--- config.mk ---
export PLATFORM = sky130hd
export DESIGN_NAME = gf2_min_weight_select_flat
export DESIGN_NICKNAME = d
export VERILOG_FILES = /design/src/rtl/gf2_pkg.sv /design/src/rtl/axi_stream_if.sv /design/src/rtl/popcount.sv /design/src/rtl/gf2_min_weight_select.sv /design/src/flat_wrapper.sv
export SDC_FILE = /design/constraint.sdc
export NUM_CORES = 1
export LEC_CHECK = 0
export CELL_PAD_IN_SITES_DETAIL_PLACEMENT = 0
export CELL_PAD_IN_SITES_GLOBAL_PLACEMENT = 1
export CORE_UTILIZATION = 40
export DETAILED_ROUTE_END_ITERATION = 8
export PLACE_DENSITY_LB_ADDON = 0.1
export SLEW_MARGIN = 20
export SYNTH_ARGS = -nofsm -noshare
export SYNTH_HDL_FRONTEND = slang
export SYNTH_HIERARCHICAL = 1
export SYNTH_SLANG_ARGS = --single-unit
--- constraint.sdc ---
create_clock -name clk -period 8.9 [get_ports clk]
set_input_delay 1.78 -clock clk [delete_from_list [all_inputs] [get_ports clk]]
set_output_delay 1.78 -clock clk [all_outputs]
set_load 0.01 [all_outputs]
--- src/rtl/gf2_pkg.sv ---
`default_nettype none
// ============================================================================
// Module      : gf2_pkg
// Description : Shared types, constants and helpers for the GF(2) solution
//               pipeline blocks.
// Revision    : 1.0 - initial release
// ============================================================================
package gf2_pkg;

   // Default solution vector width
   localparam int GF2_VARS_DEFAULT = 8;

   // Minimum-weight selector states
   typedef enum logic [0:0] {
      MIN_SEL__ACCUM = 1'b0,
      MIN_SEL__EMIT  = 1'b1
   } min_sel_state_t;

   // Saturating add of two unsigned values; result clamps at 2^width - 1.
   // The sum is formed one bit wider than the operands so the carry is seen.
   function automatic logic [31:0] sat_add(input logic [31:0] a,
                                           input logic [31:0] b,
                                           input int unsigned width);
      logic [32:0] sum;
      logic [32:0] lim;
      sum = {1'b0, a} + {1'b0, b};
      lim = (33'd1 << width) - 33'd1;
      return (sum > lim) ? lim[31:0] : sum[31:0];
   endfunction

endpackage
`default_nettype wire

--- src/rtl/axi_stream_if.sv ---
`default_nettype none
// ============================================================================
// Module      : axi_stream_if
// Description : Minimal AXI-stream bundle (tvalid/tready/tdata/tlast).
// Revision    : 1.0 - initial release
// ============================================================================
interface axi_stream_if #(
   parameter int DATA_WIDTH = 8
);
   logic                  tvalid;
   logic                  tready;
   logic [DATA_WIDTH-1:0] tdata;
   logic                  tlast;

   modport master (output tvalid, output tdata, output tlast, input tready);
   modport slave  (input tvalid, input tdata, input tlast, output tready);
endinterface
`default_nettype wire

--- src/rtl/popcount.sv ---
`default_nettype none
// ============================================================================
// Module      : popcount
// Description : Counts set bits among the low n bits of vec_i.
// Revision    : 1.0 - initial release
// ============================================================================
module popcount #(
   parameter int MAX_N = 8,
   parameter int MAX_W = $clog2(MAX_N + 1)
) (
   input  logic [MAX_N-1:0] vec_i,
   input  logic [MAX_W-1:0] n,
   output logic [MAX_W-1:0] count_o
);

   // Sum the active bits; bits at or above n are excluded
   always_comb begin
      count_o = '0;
      for (int i = 0; i < MAX_N; i++) begin
         if (i < int'(n)) begin
            count_o = count_o + MAX_W'(vec_i[i]);
         end
      end
   end

endmodule
`default_nettype wire

--- src/rtl/gf2_min_weight_select.sv ---
`default_nettype none
// ============================================================================
// Module      : gf2_min_weight_select
// Description : Picks the minimum-Hamming-weight vector of each stream frame,
//               presents it on a valid/ready result port and keeps a running
//               total of frame minima plus a frame count.
// Revision    : 1.0 - initial release
// ============================================================================
module gf2_min_weight_select
   import gf2_pkg::*;
#(
   parameter int VARS     = GF2_VARS_DEFAULT,
   parameter int WEIGHT_W = $clog2(VARS + 1),
   parameter int CNT_W    = 9,
   parameter int TOTAL_W  = 16,
   parameter int FRAMES_W = 16
) (
   input  logic                clk,
   input  logic                rst,
   axi_stream_if.slave         solution_stream,
   input  logic                clear,
   output logic                result_valid,
   input  logic                result_ready,
   output logic [VARS-1:0]     result_vector,
   output logic [WEIGHT_W-1:0] result_weight,
   output logic [CNT_W-1:0]    result_count,
   output logic [TOTAL_W-1:0]  total_presses,
   output logic [FRAMES_W-1:0] frames_done
);

   min_sel_state_t      state_q,    state_d;
   logic                first_q,    first_d;
   logic [VARS-1:0]     best_vec_q, best_vec_d;
   logic [WEIGHT_W-1:0] best_w_q,   best_w_d;
   logic [CNT_W-1:0]    count_q,    count_d;
   logic [VARS-1:0]     res_vec_q,  res_vec_d;
   logic [WEIGHT_W-1:0] res_w_q,    res_w_d;
   logic [CNT_W-1:0]    res_cnt_q,  res_cnt_d;
   logic [TOTAL_W-1:0]  total_q,    total_d;
   logic [FRAMES_W-1:0] frames_q,   frames_d;

   logic [VARS-1:0]     cand;
   logic [WEIGHT_W-1:0] cand_w;
   logic                beat_acc;
   logic                take;
   logic [VARS-1:0]     sel_vec;
   logic [WEIGHT_W-1:0] sel_w;
   logic [31:0]         cnt_wide;
   logic [31:0]         total_wide;
   logic [31:0]         frames_wide;
   logic                unused_bits;

   // Candidate is left-aligned in the byte; padding bits below it are dropped
   assign cand = solution_stream.tdata[7 -: VARS];

   popcount #(
      .MAX_N (VARS),
      .MAX_W (WEIGHT_W)
   ) u_popcount (
      .vec_i   (cand),
      .n       (WEIGHT_W'(VARS)),
      .count_o (cand_w)
   );

   // Ready depends on the registered state only, never on tvalid
   assign solution_stream.tready = (state_q == MIN_SEL__ACCUM);
   assign beat_acc = solution_stream.tvalid && (state_q == MIN_SEL__ACCUM);

   // Strict less-than keeps the earliest vector on ties
   assign take    = first_q || (cand_w < best_w_q);
   assign sel_vec = take ? cand   : best_vec_q;
   assign sel_w   = take ? cand_w : best_w_q;

   assign cnt_wide    = sat_add(32'(count_q),  32'd1,          CNT_W);
   assign total_wide  = sat_add(32'(total_q),  32'(res_w_q),   TOTAL_W);
   assign frames_wide = sat_add(32'(frames_q), 32'd1,          FRAMES_W);

   assign unused_bits = ^{total_wide[31:TOTAL_W], frames_wide[31:FRAMES_W],
                          cnt_wide[31:CNT_W], solution_stream.tdata};

   // Next-state: frame accumulation, result latch, handshake and totals
   always_comb begin
      state_d    = state_q;
      first_d    = first_q;
      best_vec_d = best_vec_q;
      best_w_d   = best_w_q;
      count_d    = count_q;
      res_vec_d  = res_vec_q;
      res_w_d    = res_w_q;
      res_cnt_d  = res_cnt_q;
      total_d    = total_q;
      frames_d   = frames_q;

      case (state_q)
         MIN_SEL__ACCUM: begin
            if (beat_acc) begin
               if (solution_stream.tlast) begin
                  res_vec_d = sel_vec;
                  res_w_d   = sel_w;
                  res_cnt_d = cnt_wide[CNT_W-1:0];
                  count_d   = '0;
                  first_d   = 1'b1;
                  state_d   = MIN_SEL__EMIT;
               end else begin
                  best_vec_d = sel_vec;
                  best_w_d   = sel_w;
                  count_d    = cnt_wide[CNT_W-1:0];
                  first_d    = 1'b0;
               end
            end
         end
         MIN_SEL__EMIT: begin
            if (result_ready) begin
               total_d  = total_wide[TOTAL_W-1:0];
               frames_d = frames_wide[FRAMES_W-1:0];
               state_d  = MIN_SEL__ACCUM;
            end
         end
         default: state_d = MIN_SEL__ACCUM;
      endcase

      // Clear overrides any same-cycle handshake accumulation
      if (clear) begin
         total_d  = '0;
         frames_d = '0;
      end
   end

   // State and datapath registers with synchronous reset
   always_ff @(posedge clk) begin
      if (rst) begin
         state_q    <= MIN_SEL__ACCUM;
         first_q    <= 1'b1;
         best_vec_q <= '0;
         best_w_q   <= '0;
         count_q    <= '0;
         res_vec_q  <= '0;
         res_w_q    <= '0;
         res_cnt_q  <= '0;
         total_q    <= '0;
         frames_q   <= '0;
      end else begin
         state_q    <= state_d;
         first_q    <= first_d;
         best_vec_q <= best_vec_d;
         best_w_q   <= best_w_d;
         count_q    <= count_d;
         res_vec_q  <= res_vec_d;
         res_w_q    <= res_w_d;
         res_cnt_q  <= res_cnt_d;
         total_q    <= total_d;
         frames_q   <= frames_d;
      end
   end

   assign result_valid  = (state_q == MIN_SEL__EMIT);
   assign result_vector = res_vec_q;
   assign result_weight = res_w_q;
   assign result_count  = res_cnt_q;
   assign total_presses = total_q;
   assign frames_done   = frames_q;

endmodule
`default_nettype wire

--- src/flat_wrapper.sv ---
// flat-port wrapper written by rule: the top's interface ports become plain ports
module gf2_min_weight_select_flat import gf2_pkg::*;
#(
   parameter int VARS     = GF2_VARS_DEFAULT,
   parameter int WEIGHT_W = $clog2(VARS + 1),
   parameter int CNT_W    = 9,
   parameter int TOTAL_W  = 16,
   parameter int FRAMES_W = 16
)
  (clk, rst, clear, result_valid, result_ready, result_vector, result_weight, result_count, total_presses, frames_done, solution_stream_tvalid, solution_stream_tdata, solution_stream_tlast, solution_stream_tready);
  axi_stream_if #(.DATA_WIDTH(8)) solution_stream_i ();
  input  logic clk;
  input  logic rst;
  input  logic clear;
  output logic result_valid;
  input  logic result_ready;
  output logic [VARS-1:0] result_vector;
  output logic [WEIGHT_W-1:0] result_weight;
  output logic [CNT_W-1:0] result_count;
  output logic [TOTAL_W-1:0] total_presses;
  output logic [FRAMES_W-1:0] frames_done;
  input wire logic [$bits(solution_stream_i.tvalid)-1:0] solution_stream_tvalid;
  input wire logic [$bits(solution_stream_i.tdata)-1:0] solution_stream_tdata;
  input wire logic [$bits(solution_stream_i.tlast)-1:0] solution_stream_tlast;
  output wire logic [$bits(solution_stream_i.tready)-1:0] solution_stream_tready;
  assign solution_stream_i.tvalid = solution_stream_tvalid;
  assign solution_stream_i.tdata = solution_stream_tdata;
  assign solution_stream_i.tlast = solution_stream_tlast;
  assign solution_stream_tready = solution_stream_i.tready;
  gf2_min_weight_select #(.VARS(VARS), .WEIGHT_W(WEIGHT_W), .CNT_W(CNT_W), .TOTAL_W(TOTAL_W), .FRAMES_W(FRAMES_W)) u_core (.clk(clk), .rst(rst), .solution_stream(solution_stream_i), .clear(clear), .result_valid(result_valid), .result_ready(result_ready), .result_vector(result_vector), .result_weight(result_weight), .result_count(result_count), .total_presses(total_presses), .frames_done(frames_done));
endmodule
==> results.md <==
- GR Overflow Total: 0
- Largest area contributor in the netlist: dfxtp_1
- Die Ht: between 100 and 150 um
- Router iterations before antenna repair: 5
- PwrDens: 168 mW/mm^2
- CP max stage delay: about 0.57 ns
- EDFF count, synth: 0
- Synthesized area: 0.00453 sq mm
- H-tree levels: 3
- Worst skew pair latency: ~0.33 ns
- M1 WL: approximately 5400 um
- Vias: ~4000
- Max-Cap Viols: 0
- WL per Instance: roughly 15 um
- Nets@finish: ~630
- Syn Area/Cell: 8.62 sq um
- DRT iter0 DRCs: 250
- Post-synth top flop: dfxtp_1
- # clock sinks: 76
- Worst r2r path cells: 6
- CTS clock-pin slew for the worst setup and hold paths: 0.06 ns
- Cell Count Post-Placement: roughly 720
- Register bit count reported by yosys: between 70 and 80
- Post-synth top area share: 0.336
- Port bufs: between 60 and 70
- TritonCTS buffer count: 9
- Pre-CTS WS: slightly below 0.5 ns
- CP max stage cell: clkdlybuf4s50_1
- Final min period: between 8 and 9 ns
- Pleak: a little over 2 nW
- Highest metal used: met4
- Maximum vdd ir drop: about 0.12 mV
- Worst r2r dst: u_core/best_vec_q[1]
- Final setup fails: 0
- Finished Layout Cells: 734
- CP Max Fanout: 8
- Routed Antenna Nets: 0
- Final Skew: ~0.0057 ns
- Die area: between 0.01 and 0.015 sq mm
- Worst path required time: a little over 9 ns
- N_diodes: 0
- Worst Hold End: u_core/result_count[8]
- Worst setup SP type: input port
- Vias/cell: ~5.5
- Buffers & Inverters on Critical Path: 3
- Synth Instances: about 530
- Top cell by count, worst path: ha_1
- Post-CTS Hold Fix Bufs: 0
- Detailed Place HPWL: 7620 um
- Crit end category: register
- Final Slew Violations: 0
- Slew HR: 0.465
- Post-CTS Setup Repair Bufs: 0
- Largest net degree at the start of global routing: 41
- Global-route wire length before repair: 18500 um
- Slack of the critical path: 0.834 ns
- Synth area leaders: dfxtp_1 34%, ha_1 6.6%, nand2_1 5.2%, mux2_2 4.0%, mux2i_1 3.5%
- Ys Warns: 6
- FP Rows: 38
- Sum Neg Setup Slack: 0 ns
- Fillers: approximately 1000
- CTS root buf: clkbuf_16
- Die Width: roughly 110 um
- RSZ-0062 raised after global routing: false
- Wire length on met2: 5030 um
- Most common cell after layout, fill and taps aside: dfxtp_1
- Count of final hold-check violations: 0
- Hold Crit Depth: 2
- CTS tree: built
- Antenna violations before repair: 0
- Area growth syn-to-layout: 23.7%
- I/O pins: 69
- Least-Margin Pin Slew: 0.799 ns
- WL final: 10900 um
- CP Class: in -> reg
- CP delay by family, top: adder cells
- Share of the yosys chip area belonging to registers: 0.336
- Remaining DRCs: 0
- Status: completed
- GRT Total Usage: 0.196
- Cts repair resizes: 0
- Core box area: between 0.01 and 0.015 sq mm
- Worst R2R Start: u_core/first_q
- Most frequent cells in the layout: 76 x dfxtp_1, 68 x clkdlybuf4s50_1, 63 x nand2_1, 31 x nor2_1, 30 x a21oi_1
- WP data arrival: 8.34 ns
- CP Depth: 29
- WL met3: approximately 370 um
- Routability congestion estimate from global placement: about 0.8
- Share of cells above drive strength 1: 0.0943
- Distinct cells, synth: 68
- Vias in the first global route: between 3000 and 4000
- Max Freq: about 0.12 GHz
- HP Class: reg -> reg
- Initial core utilization: 0.415
- Fin crit share: 0.906
- Hold path startpoint: u_core/result_count[8]
- Ys async rst share: 0
- Clock tree buffer depth: 2
- R2R Setup Slk: ~6.7 ns
## how the worst max path moves through the flow
stage,start,endpoint
finish,solution_stream_tdata[0],u_core/result_vector[5]
CTS,solution_stream_tdata[0],u_core/result_vector[3]
global placement,solution_stream_tdata[0],u_core/result_vector[3]
global route,solution_stream_tdata[0],u_core/result_vector[0]
detailed placement,solution_stream_tdata[0],u_core/result_vector[3]
floorplan,solution_stream_tdata[0],u_core/result_vector[0]
## per-layer routing
| layer | up-vias | global-route usage |
|---|---|---|
| li1 | 2046 | - |
| met1 | 1888 | 0.263 |
| met2 | 64 | 0.318 |
| met3 | 6 | 0.0452 |
| met4 | 0 | 0.0405 |
| met5 | - | 0 |
## Yosys cell counts (all sizes together), types with 3 or more instances
| cell | number |
|---|---|
| nor2 | 31 |
| mux2i | 17 |
| and2 | 7 |
| ha | 24 |
| a31oi | 8 |
| xnor2 | 10 |
| o21a | 4 |
| a22o | 6 |
| nand2b | 4 |
| a211o | 4 |
| o21bai | 3 |
| dfxtp | 76 |
| clkbuf | 16 |
| a211oi | 9 |
| o311a | 3 |
| inv | 16 |
| buf | 13 |
| a41oi | 3 |
| and3 | 12 |
| a311oi | 3 |
| o21ai | 24 |
| nor3 | 14 |
| mux2 | 16 |
| or2 | 4 |
| a32oi | 12 |
| nand2 | 63 |
| and4 | 6 |
| o31a | 4 |
| a21oi | 31 |
| nand4 | 8 |
| nand3 | 25 |
| xor2 | 11 |
| nor2b | 8 |
| a21o | 5 |
## metrics by stage
stage	area [sq um]	util	power, mW	hold WS, ns
after floorplan	4560	-	0.536	0.460
after global placement	5310	0.486	0.595	0.436
after detailed placement	5320	0.487	0.601	0.439
after CTS	5610	0.513	0.955	0.457
after global routing	5610	0.513	1.00	0.486
final	5610	0.513	0.943	0.457
## power breakdown
part / internal, mW / switching, mW / leakage, nW
combinational: 0.106 / 0.120 / 1.31
sequential: 0.355 / 0.0133 / 0.616
clock: 0.198 / 0.150 / 0.135
## cell type report
| class | count | area (sq um) | area share |
|---|---|---|---|
| multi-input cells | 413 | 2850 | 0.508 |
| flip-flops and latches | 76 | 1520 | 0.271 |
| repair buffers | 73 | 718 | 0.128 |
| clock buffers | 10 | 239 | 0.0426 |
| well taps | 140 | 175 | 0.0312 |
| inverters | 16 | 60.1 | 0.0107 |
| clock inverters | 6 | 46.3 | 0.00826 |
## flip-flops by register name, indices dropped and copies added (netlist names)
register	cells
u_core/result_weight	4
u_core/frames_done	16
u_core/first_q	1
u_core/result_valid	1
u_core/result_count	9
u_core/count_q	9
u_core/best_w_q	4
u_core/result_vector	8
u_core/total_presses	16
u_core/best_vec_q	8
## worst reg2reg max path, cell delays in order (launching register included)
cell     delay, ns
dfxtp_1       0.65
inv_2         0.26
a211o_1       0.34
a31oi_2       0.27
buf_4         0.29
mux2i_1       0.22
nor2_1        0.05
## cell families after synthesis
group                    count (synthesis)  share of synthesized area
AO/OA/AOI/OAI                          132                      0.208
multiplexers                            33                     0.0800
AND/OR/NAND/NOR                        192                      0.219
adder cells (fa/ha/maj)                 25                     0.0707
other                                    2                    0.00166
flip-flops                              76                      0.336
XOR/XNOR                                21                     0.0406
buffers and inverters                   45                     0.0450
Note: power is estimated with default switching activity, not from simulation.
